## config.mk

```make
export PLATFORM = sky130hd
export DESIGN_NAME = dmem_arbiter
export DESIGN_NICKNAME = d
export VERILOG_FILES = /design/src/rtl/dmem_arbiter.sv
export SDC_FILE = /design/constraint.sdc
export NUM_CORES = 1
export LEC_CHECK = 0
export BUFFER_PORTS_ARGS = -buffer_cell sky130_fd_sc_hd__buf_2
export CORE_AREA = 2 2 121 123
export DETAILED_ROUTE_END_ITERATION = 7
export DIE_AREA = 0 0 123 125
export GPL_TIMING_DRIVEN = 0
export PLACE_DENSITY = 0.71
export SYNTH_ARGS = -nofsm -noshare
export SYNTH_HDL_FRONTEND = slang
export SYNTH_SLANG_ARGS = --single-unit
```

## constraint.sdc

```tcl
create_clock -name clk_i -period 2.5 [get_ports clk_i]
set_clock_uncertainty 0.2 [all_clocks]
set_input_delay 0.25 -clock clk_i [delete_from_list [all_inputs] [get_ports clk_i]]
set_output_delay 0.25 -clock clk_i [all_outputs]
set_load 0.005 [all_outputs]
```

## src/rtl/dmem_arbiter.sv

```systemverilog
// Round-robin arbiter between core (C) and debug (D) ports for the data memory.
// Holds each granted access for MEM_LATENCY cycles; misaligned requests are rejected.
module dmem_arbiter #(
  parameter int ADDR_WIDTH  = 32,
  parameter int DATA_WIDTH  = 32,
  parameter int MEM_LATENCY = 1
) (
  input  logic                  clk_i,
  input  logic                  rst_i,
  input  logic                  c_req_i,
  input  logic                  d_req_i,
  input  logic                  c_we_i,
  input  logic                  d_we_i,
  input  logic [2:0]            c_ctrl_i,
  input  logic [2:0]            d_ctrl_i,
  input  logic [ADDR_WIDTH-1:0] c_addr_i,
  input  logic [ADDR_WIDTH-1:0] d_addr_i,
  input  logic [DATA_WIDTH-1:0] c_wdata_i,
  input  logic [DATA_WIDTH-1:0] d_wdata_i,
  output logic                  c_ack_o,
  output logic                  d_ack_o,
  output logic                  c_err_o,
  output logic                  d_err_o,
  output logic [DATA_WIDTH-1:0] c_rdata_o,
  output logic [DATA_WIDTH-1:0] d_rdata_o,
  output logic                  c_stall_o,
  output logic                  mem_en_o,
  output logic                  mem_we_o,
  output logic [2:0]            mem_ctrl_o,
  output logic [ADDR_WIDTH-1:0] mem_addr_o,
  output logic [DATA_WIDTH-1:0] mem_wdata_o,
  input  logic [DATA_WIDTH-1:0] mem_rdata_i
);

  typedef enum logic [1:0] {
    IDLE,
    BUSY,
    ERR
  } state_e;

  localparam logic [3:0] LAT_M1 = 4'(MEM_LATENCY - 1);

  state_e                state_q, state_d;
  logic                  last_q, last_d;
  logic                  gnt_q, gnt_d;
  logic [3:0]            cnt_q, cnt_d;
  logic                  we_q, we_d;
  logic [2:0]            ctrl_q, ctrl_d;
  logic [ADDR_WIDTH-1:0] addr_q, addr_d;
  logic [DATA_WIDTH-1:0] wdata_q, wdata_d;

  logic                  sel;
  logic                  s_we;
  logic [2:0]            s_ctrl;
  logic [ADDR_WIDTH-1:0] s_addr;
  logic [DATA_WIDTH-1:0] s_wdata;
  logic                  mis;
  logic                  ack;
  logic                  err;
  logic [DATA_WIDTH-1:0] rdata;
  logic                  en;
  logic                  wen;

  // sel = 1 picks D; on a tie the port not granted last time wins
  assign sel     = (c_req_i & d_req_i) ? ~last_q : d_req_i;
  assign s_we    = sel ? d_we_i    : c_we_i;
  assign s_ctrl  = sel ? d_ctrl_i  : c_ctrl_i;
  assign s_addr  = sel ? d_addr_i  : c_addr_i;
  assign s_wdata = sel ? d_wdata_i : c_wdata_i;

  always_comb begin
    mis = 1'b0;
    unique case (1'b1)
      s_ctrl[1:0] == 2'b00: mis = 1'b0;
      s_ctrl[1:0] == 2'b01: mis = s_addr[0];
      default:              mis = |s_addr[1:0];
    endcase
  end

  always_comb begin
    state_d = state_q;
    last_d  = last_q;
    gnt_d   = gnt_q;
    cnt_d   = cnt_q;
    we_d    = we_q;
    ctrl_d  = ctrl_q;
    addr_d  = addr_q;
    wdata_d = wdata_q;
    ack     = 1'b0;
    err     = 1'b0;
    rdata   = '0;
    en      = 1'b0;
    wen     = 1'b0;
    unique case (state_q)
      IDLE: begin
        if (c_req_i | d_req_i) begin
          gnt_d   = sel;
          last_d  = sel;
          we_d    = s_we;
          ctrl_d  = s_ctrl;
          addr_d  = s_addr;
          wdata_d = s_wdata;
          cnt_d   = LAT_M1;
          state_d = mis ? ERR : BUSY;
        end
      end
      BUSY: begin
        en  = 1'b1;
        wen = we_q & (cnt_q == LAT_M1);
        if (cnt_q == 4'd0) begin
          ack     = 1'b1;
          rdata   = we_q ? '0 : mem_rdata_i;
          state_d = IDLE;
        end else begin
          cnt_d = cnt_q - 4'd1;
        end
      end
      ERR: begin
        ack     = 1'b1;
        err     = 1'b1;
        state_d = IDLE;
      end
      default: state_d = IDLE;
    endcase
  end

  always_ff @(posedge clk_i) begin
    if (rst_i) begin
      state_q <= IDLE;
      last_q  <= 1'b1;
      gnt_q   <= 1'b0;
      cnt_q   <= '0;
      we_q    <= 1'b0;
      ctrl_q  <= '0;
      addr_q  <= '0;
      wdata_q <= '0;
    end else begin
      state_q <= state_d;
      last_q  <= last_d;
      gnt_q   <= gnt_d;
      cnt_q   <= cnt_d;
      we_q    <= we_d;
      ctrl_q  <= ctrl_d;
      addr_q  <= addr_d;
      wdata_q <= wdata_d;
    end
  end

  // everything is forced low while reset is held
  assign c_ack_o     = ~rst_i & ack & ~gnt_q;
  assign d_ack_o     = ~rst_i & ack &  gnt_q;
  assign c_err_o     = ~rst_i & err & ~gnt_q;
  assign d_err_o     = ~rst_i & err &  gnt_q;
  assign c_rdata_o   = (~rst_i & ~gnt_q) ? rdata : '0;
  assign d_rdata_o   = (~rst_i &  gnt_q) ? rdata : '0;
  assign c_stall_o   = ~rst_i & c_req_i & ~c_ack_o;
  assign mem_en_o    = ~rst_i & en;
  assign mem_we_o    = ~rst_i & wen;
  assign mem_ctrl_o  = (~rst_i & en) ? ctrl_q  : '0;
  assign mem_addr_o  = (~rst_i & en) ? addr_q  : '0;
  assign mem_wdata_o = (~rst_i & en) ? wdata_q : '0;

endmodule
```

Yosys cells after proc, flatten, opt, wreduce, memory -nomap -nowiden
Index checks and enable logic that the tools add are counted.

word-level totals
  flip-flop bits (word level) = 76
  output and inout bits = 138
  word-level logic and storage cells = 68

cells by class
  $add $sub $neg = 1
  equal/unequal tests = 6
  mux-type cells = 26
  bitwise operators = 19
  reductions and logical operators = 8

operator list
  operator                                                             count
  32-bit 2-to-1 mux                                                    9
  1-bit AND                                                            14
  4-bit 2-to-1 mux                                                     2
  4-bit case mux with 2 select lines                                   1
  1-bit 2-to-1 mux                                                     6
  2-bit 2-to-1 mux                                                     3
  3-bit 2-to-1 mux                                                     2
  2-bit inequality test (second input constant)                        3
  2-bit by 1-bit == test with 1-bit output (second input constant)     2
  2-bit logical NOT                                                    2
  4-bit logical NOT                                                    1
  1-bit inverter                                                       4
  1-bit case mux with 2 select lines                                   2
  2-bit case mux with 2 select lines                                   1
  2-bit AND reduction                                                  2
  4-bit by 1-bit subtractor with 4-bit output (second input constant)  1
  3-bit AND reduction                                                  1
  2-bit == test (second input constant)                                1
  2-bit nonzero test                                                   1
  2-bit OR reduction                                                   1
  1-bit bitwise OR                                                     1

Depth between registers and ports, before layout
  depth after elaboration = 8
  mapped depth = 8
  gate-level depth less buffers = 6

Least setup slack after synthesis
OpenSTA, ideal clock, no wires.

  kind = flip-flop to output port
  start point = register state_q[1]
  end point = output port d_rdata_o[10]
  data arrival time = 1.461 ns
  required time = 2.050 ns
  path slack = 0.589 ns
  stages on the path, launching flop included = 9
  cell sequence = dfxtp_1 > inv_1 > ha_1 > nor2b_2 > buf_6 > nand2_4 > nor3b_4 > buf_6 > and2_1

on the way
  cells in the longest elaborated chain, start to end = 3

ends and longest elaborated chain
  element                                   line  RTL
  from (decl)                               43    state_e state_q, state_d;
  from (signal assigned)                    138   state_q <= state_d;
  2-bit by 1-bit == test with 1-bit output  94    unique case (state_q)
  32-bit 2-to-1 mux                         94
  32-bit 2-to-1 mux                         155   assign d_rdata_o = (~rst_i & gnt_q) ? rdata : '0;
  to (decl)                                 25    output logic [DATA_WIDTH-1:0] d_rdata_o,

No other way between the ends.

Worst setup path in the final report
  start point = register state_q[1]
  end point = output port d_rdata_o[18]

Same word-level chain as after synthesis.

==> results.md <==
- The post-synthesis sequential element count is 76.
- The first global-routing pass estimated ~25 mm of wire.
- After clock tree synthesis, the clock-pin slew on the worst setup and hold paths is 0.06 ns.
- The number of enable flip-flop cells after synthesis is 0.
- The row count is 44.
- The flow ran to the end, and the final reports show no timing, DRC or antenna violations.
- The layout overhead on the synthesized area is 74.9%.
- The worst setup path is of the reg -> out kind.
- Synthesis produced 514 cells.
- Setup repair after global routing could not meet its margin everywhere.
- In this run the clock root is driven by a sky130_fd_sc_hd__clkbuf_16.
- The worst hold path belongs to the class in -> reg.
- The per-cell routed wire length is ~14 microns.
- The area enclosed by the die boundary is ~0.015 sq mm.
- STA classifies the critical path startpoint as a flip-flop.
- From bottom edge to top edge, the die measures about 130 microns.
- The TritonCTS sink count is 76.
- The core box area is 0.0142 sq mm.
- The area of all placed cells without fillers is 0.00756 sq mm.
- The total count of max-transition violations in the final report is 0.
- The number of violations reported at the end of detailed-routing iteration 0 is between 150 and 200.
- In this run, distinct cell masters in the synthesized netlist total 37.
- The number of cells in the design after placement is 1006.
- The remaining global-route overflow is 0.
- The width of the chip is 123 microns.
- The share of layout cells above drive strength 1 is 0.397.
- Yosys attributes the largest share of cell area to sky130_fd_sc_hd__dfxtp_1 (35%), sky130_fd_sc_hd__and2_1 (19%), sky130_fd_sc_hd__mux2i_1 (16%).
- The number of nets handed over by synthesis was 691.
- The worst setup path is captured at an output port.
- Across every metal layer, demand over resource in global routing totals 0.208.
- Subtracting the final worst setup slack from the clock period gives 2.39 ns.
- The post-synthesis sequential area ratio is 0.352.
- In this run the number of H-tree levels came out at 3.
- The analysis attributes to cell leakage a power of 3.85 nW.
- Entering global routing, the biggest net connects 13 pins.
- Total power for the finished layout comes to 3.95 mW.
- The later pin in the worst-skew pair is clocked with a latency of 0.33 ns.
- The number of global-route vias before repair is 5163.
- At the worst endpoint, the required time is 2.05 ns.
- The relative max-transition margin is 0.690.
- The standard cell area after detailed placement is 0.00609 sq mm.
- Summing all multi-input logic gate instances after layout gives 0.00260 sq mm.
- The arrival time at the worst endpoint is 1.94 ns.
- In this run the worst path has a maximum fanout of 10.
- After detailed routing, the total wire length is 16.3 mm.
- Pin placement for this block handled 310 I/O pins.
- The final weighted congestion of routability-driven global placement is around 0.77.
- The detail route stage leaves a number of antenna-violating nets equal to 0.
- The repair_antennas step left the layout with diodes totalling 0.
- The final layout net count is 1123.
- The HPWL after detailed placement is between 10 and 15 mm.
- The clock tree buffer depth is 2.
- The transition at the pin with the smallest max-transition slack is 0.465 ns.
- The quantity of I/O buffers inserted on ports is ~310.
- In the synthesized netlist the async set-or-reset flop fraction comes to 0.
- Of the available clock period, the critical path in the final layout requires 0.956.
- The area taken by flip-flops and latches is approximately 0.0015 sq mm.
- Clock tree synthesis inserted a total of 9 buffers.
- The routed layout has 5185 vias.
- Among all flip-flop cells after synthesis, the most frequent one is sky130_fd_sc_hd__dfxtp_1.
- The biggest area contributor in the post-synthesis netlist is sky130_fd_sc_hd__dfxtp_1.
- In this run the power density over the cells is between 500 and 600 mW/mm^2.
- The setup violation total in the final timing report is 0.
- The synthesized area is 0.00432 sq mm.
- The tool flagged a number of max-cap violations equal to 0.
- The ratio of routed vias to standard cells is 4.57.
- The setup slack after placement is about 0.18 ns.
- The number of antenna violations at the first check in global routing is 0.
- The worst path meets setup with 0.109 ns of slack.
- The filler cell count in the final layout is 1338.
- IR analysis of the VDD net gives a maximum drop of just over 0.0003 V.
- TritonCTS built the clock tree.
- For this run, the detailed router's first-pass iteration total came to 5.
- The number of hold-slack violations in the final timing report is 0.
- The achievable frequency is between 400 and 500 MHz.
- The count of cells in the finished layout, fillers not included, comes to 1134.
- The setup TNS is 0 ns.
- Dividing the synthesized area by the synthesized cell count gives ~8.4 sq um.
- Of the post-synthesis cell area, the dominant cell type holds 0.352.
- The initial core utilization is 0.304.
- For this run, the number of Yosys warnings is 0.
- The DRC violations left is 0.
per-stage QoR:
stage          hold WS [ns]  utilization
6_report            0.00282        0.532
3_5_place_dp          0.236        0.429
2_1_floorplan         0.223            -
4_1_cts            0.000540        0.528
3_3_place_gp          0.230        0.429
5_1_grt             0.00891        0.532
logic make-up (layout without fill, tap and decap cells):
kind of cell             after synthesis  after routing  synth area share
AND/OR/NAND/NOR                      237            237             0.314
AO/OA/AOI/OAI                         82             82             0.101
flip-flops                            76             76             0.352
multiplexers                          69             69             0.160
buffers and inverters                 43            479            0.0547
adder cells (fa/ha/maj)                5              5            0.0145
XOR/XNOR                               2              2           0.00405
layout by cell type (no fill, tap or decap), types with 4 or more instances in the layout:
| cell | instances |
|---|---|
| sky130_fd_sc_hd__buf_4 | 14 |
| sky130_fd_sc_hd__clkbuf_1 | 16 |
| sky130_fd_sc_hd__dfxtp_1 | 72 |
| sky130_fd_sc_hd__buf_6 | 10 |
| sky130_fd_sc_hd__mux2i_1 | 69 |
| sky130_fd_sc_hd__o21ai_1 | 69 |
| sky130_fd_sc_hd__and2_1 | 130 |
| sky130_fd_sc_hd__nand2_1 | 70 |
| sky130_fd_sc_hd__dfxtp_2 | 4 |
| sky130_fd_sc_hd__a21oi_1 | 6 |
| sky130_fd_sc_hd__clkbuf_16 | 9 |
| sky130_fd_sc_hd__buf_2 | 314 |
| sky130_fd_sc_hd__dlygate4sd3_1 | 104 |
| sky130_fd_sc_hd__nor2_1 | 12 |
synthesized netlist by cell type, types with 5 or more instances:
cell,count
sky130_fd_sc_hd__a21oi_1,6
sky130_fd_sc_hd__ha_1,5
sky130_fd_sc_hd__inv_1,5
sky130_fd_sc_hd__dfxtp_1,76
sky130_fd_sc_hd__buf_6,5
sky130_fd_sc_hd__buf_4,7
sky130_fd_sc_hd__nor2_1,12
sky130_fd_sc_hd__nand2_1,70
sky130_fd_sc_hd__clkbuf_1,17
sky130_fd_sc_hd__and2_1,131
sky130_fd_sc_hd__mux2i_1,69
sky130_fd_sc_hd__o21ai_1,69
sky130_fd_sc_hd__buf_2,9
what timing repair did:
item                                    4_1_cts  5_1_grt
gates cloned                                  1        1
gates resized for setup                      11       17
hold buffers                                104        0
hold endpoints to repair                     55        0
buffers inserted                              6        1
pin swaps                                     3        3
endpoints found under the setup margin       80       92
report_power, final:
part | leakage [nW] | internal (mW) | switching, mW
Clock | 0.136 | 0.768 | 0.498
Combinational | 3.08 | 0.633 | 0.553
Sequential | 0.629 | 1.40 | 0.102
routing by layer:
| layer | global-route usage | part of all wire |
|---|---|---|
| met1 | 0.230 | 0.39 |
| met2 | 0.382 | 0.52 |
| met3 | 0.0497 | 0.064 |
| met4 | 0.0715 | 0.025 |
| met5 | 0 | 0 |
final timing paths:
kind | startpoint | end | slack [ns] | cells after the start
hold / removal | d_wdata_i[2] | wdata_q[2] | 0.003 | 3
setup reg to reg | last_q | addr_q[17] | 0.28 | 6
hold reg to reg | wdata_q[21] | wdata_q[21] | 0.24 | 2
setup / recovery | state_q[1] | d_rdata_o[18] | 0.11 | 10
worst max-delay path: stages (launching register included):
cell	delay, ns
sky130_fd_sc_hd__dfxtp_2	0.33
sky130_fd_sc_hd__inv_2	0.07
sky130_fd_sc_hd__ha_4	0.16
sky130_fd_sc_hd__nor2b_4	0.14
sky130_fd_sc_hd__buf_6	0.13
sky130_fd_sc_hd__nand2_4	0.07
sky130_fd_sc_hd__nor3b_4	0.18
sky130_fd_sc_hd__buf_6	0.15
sky130_fd_sc_hd__buf_6	0.13
sky130_fd_sc_hd__and2_1	0.14
sky130_fd_sc_hd__buf_2	0.11
sequential cells by signal, summed over array words and instances, names as in the netlist:
register,flops
gnt_q,1
addr_q,32
last_q,1
ctrl_q,3
state_q,2
we_q,1
cnt_q,4
wdata_q,32
area by class of cell:
class	instances	share of cell area
plain buffers	38	0.0305
repair buffers	421	0.353
inverters	5	0.00248
multi-input cells	395	0.344
clock inverters	4	0.00679
clock buffers	11	0.0308
well taps	184	0.0305
flip-flops and latches	76	0.202
Power figures use the tool's default switching activity.
